File: src/rtl/float16_fixed_conv_pkg.sv
// Shared widths, constants and helpers for the half-float <-> Q17.25 converter.
package f16_fixed_pkg;
    localparam int FLT_W           = 16;
    localparam int EXP_W           = 5;
    localparam int MAN_W           = 10;
    localparam int EXP_BIAS        = 15;
    localparam int FIX_W           = 43;
    localparam int FRAC_BITS       = 25;
    localparam int ZERO_THRESH_MSB = 10;
    // Magnitude width once the sign bit is stripped.
    localparam int MAG_W           = FIX_W - 1;
    // Leading-one detector works on 6 groups of 7 bits.
    localparam int LZC_GRP_W       = 7;
    localparam int LZC_NGRP        = MAG_W / LZC_GRP_W;

    localparam logic [FLT_W-1:0] SAT_POS = 16'h7FFF;
    localparam logic [FLT_W-1:0] SAT_NEG = 16'hFFFF;

    // Index of the highest set bit in a 7-bit group (0 when the group is empty).
    function automatic logic [2:0] msb7(input logic [LZC_GRP_W-1:0] v);
        msb7 = 3'd0;
        for (int i = 0; i < LZC_GRP_W; i++)
            if (v[i]) msb7 = 3'(i);
    endfunction
endpackage

File: src/rtl/float16_fixed_conv_if.sv
// Data bus of the converter: both conversion paths, no handshake.
interface float16_fixed_conv_if;
    import f16_fixed_pkg::*;

    logic [FLT_W-1:0] float_in;
    logic [FIX_W-1:0] fixed_out;
    logic [FIX_W-1:0] fixed_in;
    logic [FLT_W-1:0] float_out;

    modport master (output float_in, fixed_in, input fixed_out, float_out);
    modport slave  (input float_in, fixed_in, output fixed_out, float_out);
endinterface

File: src/rtl/float16_fixed_conv_lzc.sv
// Two-stage leading-one detector over a 42-bit magnitude.
// Stage A finds the top bit inside each 7-bit group, stage B picks the
// highest non-empty group. Result is valid two cycles after data.
module f16_lzc42
    import f16_fixed_pkg::*;
(
    input  logic             clk,
    input  logic             reset_n,
    input  logic [MAG_W-1:0] data,
    output logic [5:0]       msb,
    output logic             any
);
    logic [LZC_NGRP-1:0]       grp_nz_c, grp_nz;
    logic [LZC_NGRP-1:0][2:0]  grp_idx_c, grp_idx;
    logic [5:0]                msb_c;

    for (genvar g = 0; g < LZC_NGRP; g++) begin : g_grp
        assign grp_nz_c[g]  = |data[g*LZC_GRP_W +: LZC_GRP_W];
        assign grp_idx_c[g] = msb7(data[g*LZC_GRP_W +: LZC_GRP_W]);
    end

    // Stage B: the highest occupied group wins.
    always_comb begin
        msb_c = '0;
        for (int g = 0; g < LZC_NGRP; g++)
            if (grp_nz[g]) msb_c = 6'(g * LZC_GRP_W) + {3'b000, grp_idx[g]};
    end

    // Per-group results, then the merged index.
    always_ff @(posedge clk) begin
        if (!reset_n) begin
            grp_nz  <= '0;
            grp_idx <= '0;
            msb     <= '0;
            any     <= 1'b0;
        end else begin
            grp_nz  <= grp_nz_c;
            grp_idx <= grp_idx_c;
            msb     <= msb_c;
            any     <= |grp_nz;
        end
    end
endmodule

File: src/rtl/float16_fixed_conv.sv
// Half-float <-> Q17.25 converter with two independent pipelines.
// float -> fixed: 2 cycles, exact. fixed -> float: 5 cycles.
// Build option F16_FIXED_ROUND_EN: round-to-nearest (ties away) on the
// first discarded bit; otherwise the magnitude is truncated.
module float16_fixed_conv
    import f16_fixed_pkg::*;
(
    input  logic clk,
    input  logic reset_n,
    float16_fixed_conv_if.slave bus
);
`ifdef F16_FIXED_ROUND_EN
    localparam logic ROUND_ON = 1'b1;
`else
    localparam logic ROUND_ON = 1'b0;
`endif
    localparam int TOP_W = MAN_W + 1;

    // ---------------- float -> fixed ----------------
    logic             f2x_zero, f2x_sign;
    logic [MAG_W-1:0] f2x_mag_c, f2x_mag;

    // Exponents 0 and 31 are ordinary; only +/-0 codes map to zero.
    assign f2x_zero  = (bus.float_in[FLT_W-2:0] == '0);
    assign f2x_mag_c = MAG_W'({1'b1, bus.float_in[MAN_W-1:0]}) << bus.float_in[FLT_W-2 -: EXP_W];

    // Stage 1 shifts the significand into place, stage 2 applies the sign.
    always_ff @(posedge clk) begin
        if (!reset_n) begin
            f2x_mag       <= '0;
            f2x_sign      <= 1'b0;
            bus.fixed_out <= '0;
        end else begin
            f2x_mag       <= f2x_zero ? '0 : f2x_mag_c;
            f2x_sign      <= bus.float_in[FLT_W-1];
            bus.fixed_out <= f2x_sign ? -{1'b0, f2x_mag} : {1'b0, f2x_mag};
        end
    end

    // ---------------- fixed -> float ----------------
    logic [FIX_W-1:0] abs_c, mag1, mag2, mag3;
    logic [2:0]       sign_pipe;
    logic [5:0]       lz_msb, sh_c;
    logic             lz_any, zero_c;
    logic [TOP_W-1:0] top_c;
    logic             s4_sign, s4_sat, s4_zero, s4_rnd;
    logic [EXP_W-1:0] s4_exp;
    logic [MAN_W-1:0] s4_man;
    logic [TOP_W-1:0] man_sum;
    logic             carry, sat_c;
    logic [FLT_W-1:0] pack_c;

    // Most negative input negates to itself, leaving bit 42 set as a saturate flag.
    assign abs_c = bus.fixed_in[FIX_W-1] ? -bus.fixed_in : bus.fixed_in;

    f16_lzc42 u_lzc (
        .clk     (clk),
        .reset_n (reset_n),
        .data    (mag1[MAG_W-1:0]),
        .msb     (lz_msb),
        .any     (lz_any)
    );

    // Align leading one to bit 11 of a 12-bit window: man in [10:1], round bit in [0].
    assign sh_c   = lz_msb - 6'(MAN_W);
    assign top_c  = TOP_W'({mag3[MAG_W-1:0], 1'b0} >> sh_c);
    assign zero_c = !lz_any || (lz_msb < 6'(ZERO_THRESH_MSB));

    // Absolute value, then magnitude/sign delayed alongside the detector.
    always_ff @(posedge clk) begin
        if (!reset_n) begin
            mag1      <= '0;
            mag2      <= '0;
            mag3      <= '0;
            sign_pipe <= '0;
        end else begin
            mag1      <= abs_c;
            mag2      <= mag1;
            mag3      <= mag2;
            sign_pipe <= {sign_pipe[1:0], bus.fixed_in[FIX_W-1]};
        end
    end

    // Stage 4: normalised fields and flags.
    always_ff @(posedge clk) begin
        if (!reset_n) begin
            s4_sign <= 1'b0;
            s4_sat  <= 1'b0;
            s4_zero <= 1'b0;
            s4_rnd  <= 1'b0;
            s4_exp  <= '0;
            s4_man  <= '0;
        end else begin
            s4_sign <= sign_pipe[2];
            s4_sat  <= mag3[FIX_W-1];
            s4_zero <= zero_c;
            s4_rnd  <= top_c[0] & ROUND_ON;
            s4_exp  <= EXP_W'(sh_c);
            s4_man  <= top_c[TOP_W-1:1];
        end
    end

    assign man_sum = {1'b0, s4_man} + TOP_W'(s4_rnd);
    assign carry   = man_sum[MAN_W];
    assign sat_c   = s4_sat || (!s4_zero && carry && (s4_exp == '1));

    // Pack the result: mantissa carry bumps exp, small values flush to +0, overflow saturates.
    always_comb begin
        pack_c = {s4_sign, s4_exp, man_sum[MAN_W-1:0]};
        if (carry)   pack_c = {s4_sign, EXP_W'(s4_exp + 1'b1), {MAN_W{1'b0}}};
        if (s4_zero) pack_c = '0;
        if (sat_c)   pack_c = s4_sign ? SAT_NEG : SAT_POS;
    end

    // Stage 5: output register.
    always_ff @(posedge clk) begin
        if (!reset_n) bus.float_out <= '0;
        else          bus.float_out <= pack_c;
    end
endmodule

File: src/flat_wrapper.sv
// flat-port wrapper written by rule: the top's interface ports become plain ports
module float16_fixed_conv_flat import f16_fixed_pkg::*;
  (clk, reset_n, bus_float_in, bus_fixed_in, bus_fixed_out, bus_float_out);
  float16_fixed_conv_if bus_i ();
  input  logic clk;
  input  logic reset_n;
  input wire logic [$bits(bus_i.float_in)-1:0] bus_float_in;
  input wire logic [$bits(bus_i.fixed_in)-1:0] bus_fixed_in;
  output wire logic [$bits(bus_i.fixed_out)-1:0] bus_fixed_out;
  output wire logic [$bits(bus_i.float_out)-1:0] bus_float_out;
  assign bus_i.float_in = bus_float_in;
  assign bus_i.fixed_in = bus_fixed_in;
  assign bus_fixed_out = bus_i.fixed_out;
  assign bus_float_out = bus_i.float_out;
  float16_fixed_conv u_core (.clk(clk), .reset_n(reset_n), .bus(bus_i));
endmodule
File: config.mk
export PLATFORM = sky130hd
export DESIGN_NAME = float16_fixed_conv_flat
export DESIGN_NICKNAME = d
export VERILOG_FILES = /design/src/rtl/float16_fixed_conv_pkg.sv /design/src/rtl/float16_fixed_conv_if.sv /design/src/rtl/float16_fixed_conv_lzc.sv /design/src/rtl/float16_fixed_conv.sv /design/src/flat_wrapper.sv
export SDC_FILE = /design/constraint.sdc
export NUM_CORES = 1
export LEC_CHECK = 0
export BUFFER_PORTS_ARGS = -buffer_cell sky130_fd_sc_hd__buf_2
export CORE_MARGIN = 10
export CORE_UTILIZATION = 45
export CTS_BUF_LIST = sky130_fd_sc_hd__clkbuf_16
export DETAILED_ROUTE_END_ITERATION = 8
export MAX_ROUTING_LAYER = met4
export PLACE_DENSITY_LB_ADDON = 0.12
export REMOVE_ABC_BUFFERS = 1
export SKIP_LAST_GASP = 1
export SLEW_MARGIN = 20
export SYNTH_ARGS = -nofsm -noshare
export SYNTH_HDL_FRONTEND = slang
export SYNTH_SLANG_ARGS = --single-unit
File: constraint.sdc
create_clock -name clk -period 3.7 [get_ports clk]
set_clock_uncertainty 0.2 [all_clocks]
set_input_delay 0.185 -clock clk [delete_from_list [all_inputs] [get_ports clk]]
set_output_delay 0.185 -clock clk [all_outputs]
set_load 0.01 [all_outputs]
==> flow_summary.toml <==
[drt]
avgViaCountPerCell = 5.20
wl_per_cell_um = 16.0
drtIter0Drc = 578
totalWireLength_um = 29300
drtPass1Iterations = 5
drcViolationCount = 0
drtAntennaViolNets = 0
vias = 9496

[global_route]
grt_usage = 0.174
grt_pass1_wl_um = 47900
grt_max_degree = 117
antenna_found_initial = 2
overflow = 0
grt_pass1_vias = 9520

[clock_network]
htreeDepth = 1
cts.sinks = 283
clk_latency_ps = 550
numCtsBuffers = 31
cts_setup_buffers = 0
cts.clk_slew.worst_paths_ps = 60
root_buffer = "clkbuf_16"
cts_buffer_depth = 3
cts_tree = "done"

[worst_setup_path]
reg2reg_from = "u_core.u_lzc.msb[1]$_SDFF_PN0_"
critPathMaxStageDelay_ps = 550
crit_family = "simple AND/OR/NAND/NOR gates"
startpoint = "bus_fixed_in[10]"
startpoint_type = "primary input"
crit_chain = "dlygate4sd3_1, buf_2, or4_4, nor4_4, nand3_1, o41a_1, xor2_1, dlygate4sd3_1, and2_1"
required_ps = 3930
crit_fanout = 11
crit_buf_inv = 3
end_kind = "flip-flop"
crit_top_cell = "dlygate4sd3_1"
critPathKind = "primary input to flip-flop"
crit_arrival_ps = 3570
critPathSlowestCell = "dlygate4sd3_1"

[pwr]
p_leak_nw = 6.11
power.density_nw_per_um2 = 518
vdd_ir_drop_max_v = 0.000311

[yosys]
ys_warn_count = 0
synth_top_family_by_area = "simple AND/OR/NAND/NOR gates"
netlist_instances = 1298
synth_top_area_frac = 0.459
yosys.area.top_type = "dfxtp_1"
yosys-top-cells-count = "dfxtp_1, and2_1, nor2_1"
synthXorXnorAreaFrac = 0.0624
avgSynthCellArea_um2 = 9.52
synthAdderAreaFrac = 0.00709
synth_async_sr_flop_share = 0
synth_mux_area_frac = 0.0939
synthTopCellsByArea = "dfxtp_1, and2_1, xnor2_1, mux2i_1, nor2_1"
yosysSeqAreaShare = 0.459
synth_edf_count = 0
synthSimpleGateAreaFrac = 0.225
synth_compound_area_frac = 0.118
ys_seq_elements = 283
syn-cell-area_um2 = 12400
ys_types = 78
ys.flop_type = "dfxtp_1"
yosysMostFrequentCell = "dfxtp_1"

[cells_and_area]
fillers = 2465
ff_latch_area_um2 = 5670
multiInputGateArea_um2 = 6270
final_nets = 1530
area_growth_pct = 20.4
drive_above_1_share = 0.174
instances_no_fill = 1827

[sta]
setup_viol = 0
rsz0062_at_grt = "no"
slew_headroom = 0.460
final_hold_viol_count = 0
tightest_slew_ps = 809
slew_violations = 0
fmax_mhz = 300
fin_crit_sh = 0.902
min_period_ps = 3340
finalSetupTns_ps = 0
worst_slack_ps = 364

[floorplan]
rows = 60
die_h_um = 186
io_pins = 120
die_w_um = 186
die_area_um2 = 34500
coreArea_um2 = 27000
initial_core_util = 0.458

[worst_hold_path]
holdCritPathClass = "primary input to flip-flop"
hold_start = "bus_float_in[11]"

[place]
gp_congestion = 0.899
dp_hpwl_um = 21100
numPortBuffers = 119
placed_cells = 1696
place_ws_ps = 730

[job]
drv_cap = 0

[run_status]
status = "complete, no violations"
[repair_timing]
| action | CTS | global route |
|---|---|---|
| hold endpoints to repair | 71 | 0 |
| hold buffers | 74 | 0 |
| setup endpoints to repair | 0 | 1 |
| resized for setup | 0 | 1 |
[tightest hold or removal path: stages]
cell and delay, ps:
buf_2 210, o21ai_0 260, nor2_1 60
[final timing paths]
kind                            slack (ps)                             endpoint  cells after the start
worst max-delay path                   360           u_core.mag1[31]$_SDFF_PN0_                      9
worst min-delay path                    30        u_core.f2x_mag[40]$_SDFF_PP0_                      3
worst max register to register         980          u_core.s4_man[2]$_SDFF_PN0_                      7
worst min register to register         210  u_core.bus.float_out[15]$_SDFF_PN0_                      2
[where the power goes]
part           internal (mW)  switching [mW]  leakage (nW)
registers               3.26           0.140          2.32
logic                  0.662           0.840          3.30
clock network           1.64            1.15         0.482
total                   5.56            2.13          6.11
[flip-flops by register name, indices dropped and copies added, names as in the netlist, 6 cells and up]
register,cells
u_core.bus.float_out,16
u_core.s4_man,10
u_core.u_lzc.grp_nz,6
u_core.mag2,43
u_core.u_lzc.msb,6
u_core.u_lzc.grp_idx,18
u_core.f2x_mag,42
u_core.mag3,43
u_core.bus.fixed_out,43
u_core.mag1,43
[layout make-up]
cell class,count,share of cell area
diodes,4,0.000673
clock buffers,31,0.0522
clock inverters,22,0.0108
inverters,34,0.00858
multi-input cells,908,0.421
flip-flops and latches,283,0.381
well taps,341,0.0287
repair buffers,204,0.0964
[cell families after synthesis]
logic type	Yosys count
compound gates	210
xor+xnor	88
fa+ha+maj	7
buf+inv	107
flops	283
mux	95
simple gates	508
[metrics by stage]
stage	utilization	area (um2)	hold slack (ps)	total power [mW]
global placement	0.489	13200	199	4.89
finish	0.552	14900	25.0	7.70
global route	0.552	14900	47.0	8.09
floorplan	-	12000	62.5	4.41
detailed placement	0.489	13200	198	4.89
CTS	0.551	14800	0.129	7.79
[placed cells by master (no fill, tap or decap), drive strengths merged, types with 10 or more instances in the layout]
| cell type | n |
|---|---|
| dfxtp | 283 |
| and2 | 174 |
| buf | 130 |
| nor2 | 119 |
| nand2 | 88 |
| xnor2 | 84 |
| dlygate4sd3 | 74 |
| o21ai | 56 |
| mux2i | 54 |
| inv | 43 |
| a21oi | 36 |
| o31ai | 33 |
| nand3 | 32 |
| clkbuf | 31 |
| mux2 | 27 |
| o41ai | 15 |
| mux4 | 14 |
| nor3 | 14 |
| or3 | 13 |
| o22ai | 12 |
| nor2b | 10 |
[routing by layer]
layer | track usage | up-vias | routed length [um]
li1 | - | 4806 | -
met1 | 0.205 | 4439 | 12900
met2 | 0.300 | 188 | 14500
met3 | 0.0248 | 63 | 1100
met4 | 0.0574 | 0 | 856
met5 | - | - | 0
Note: power is estimated with default switching activity, not from simulation.
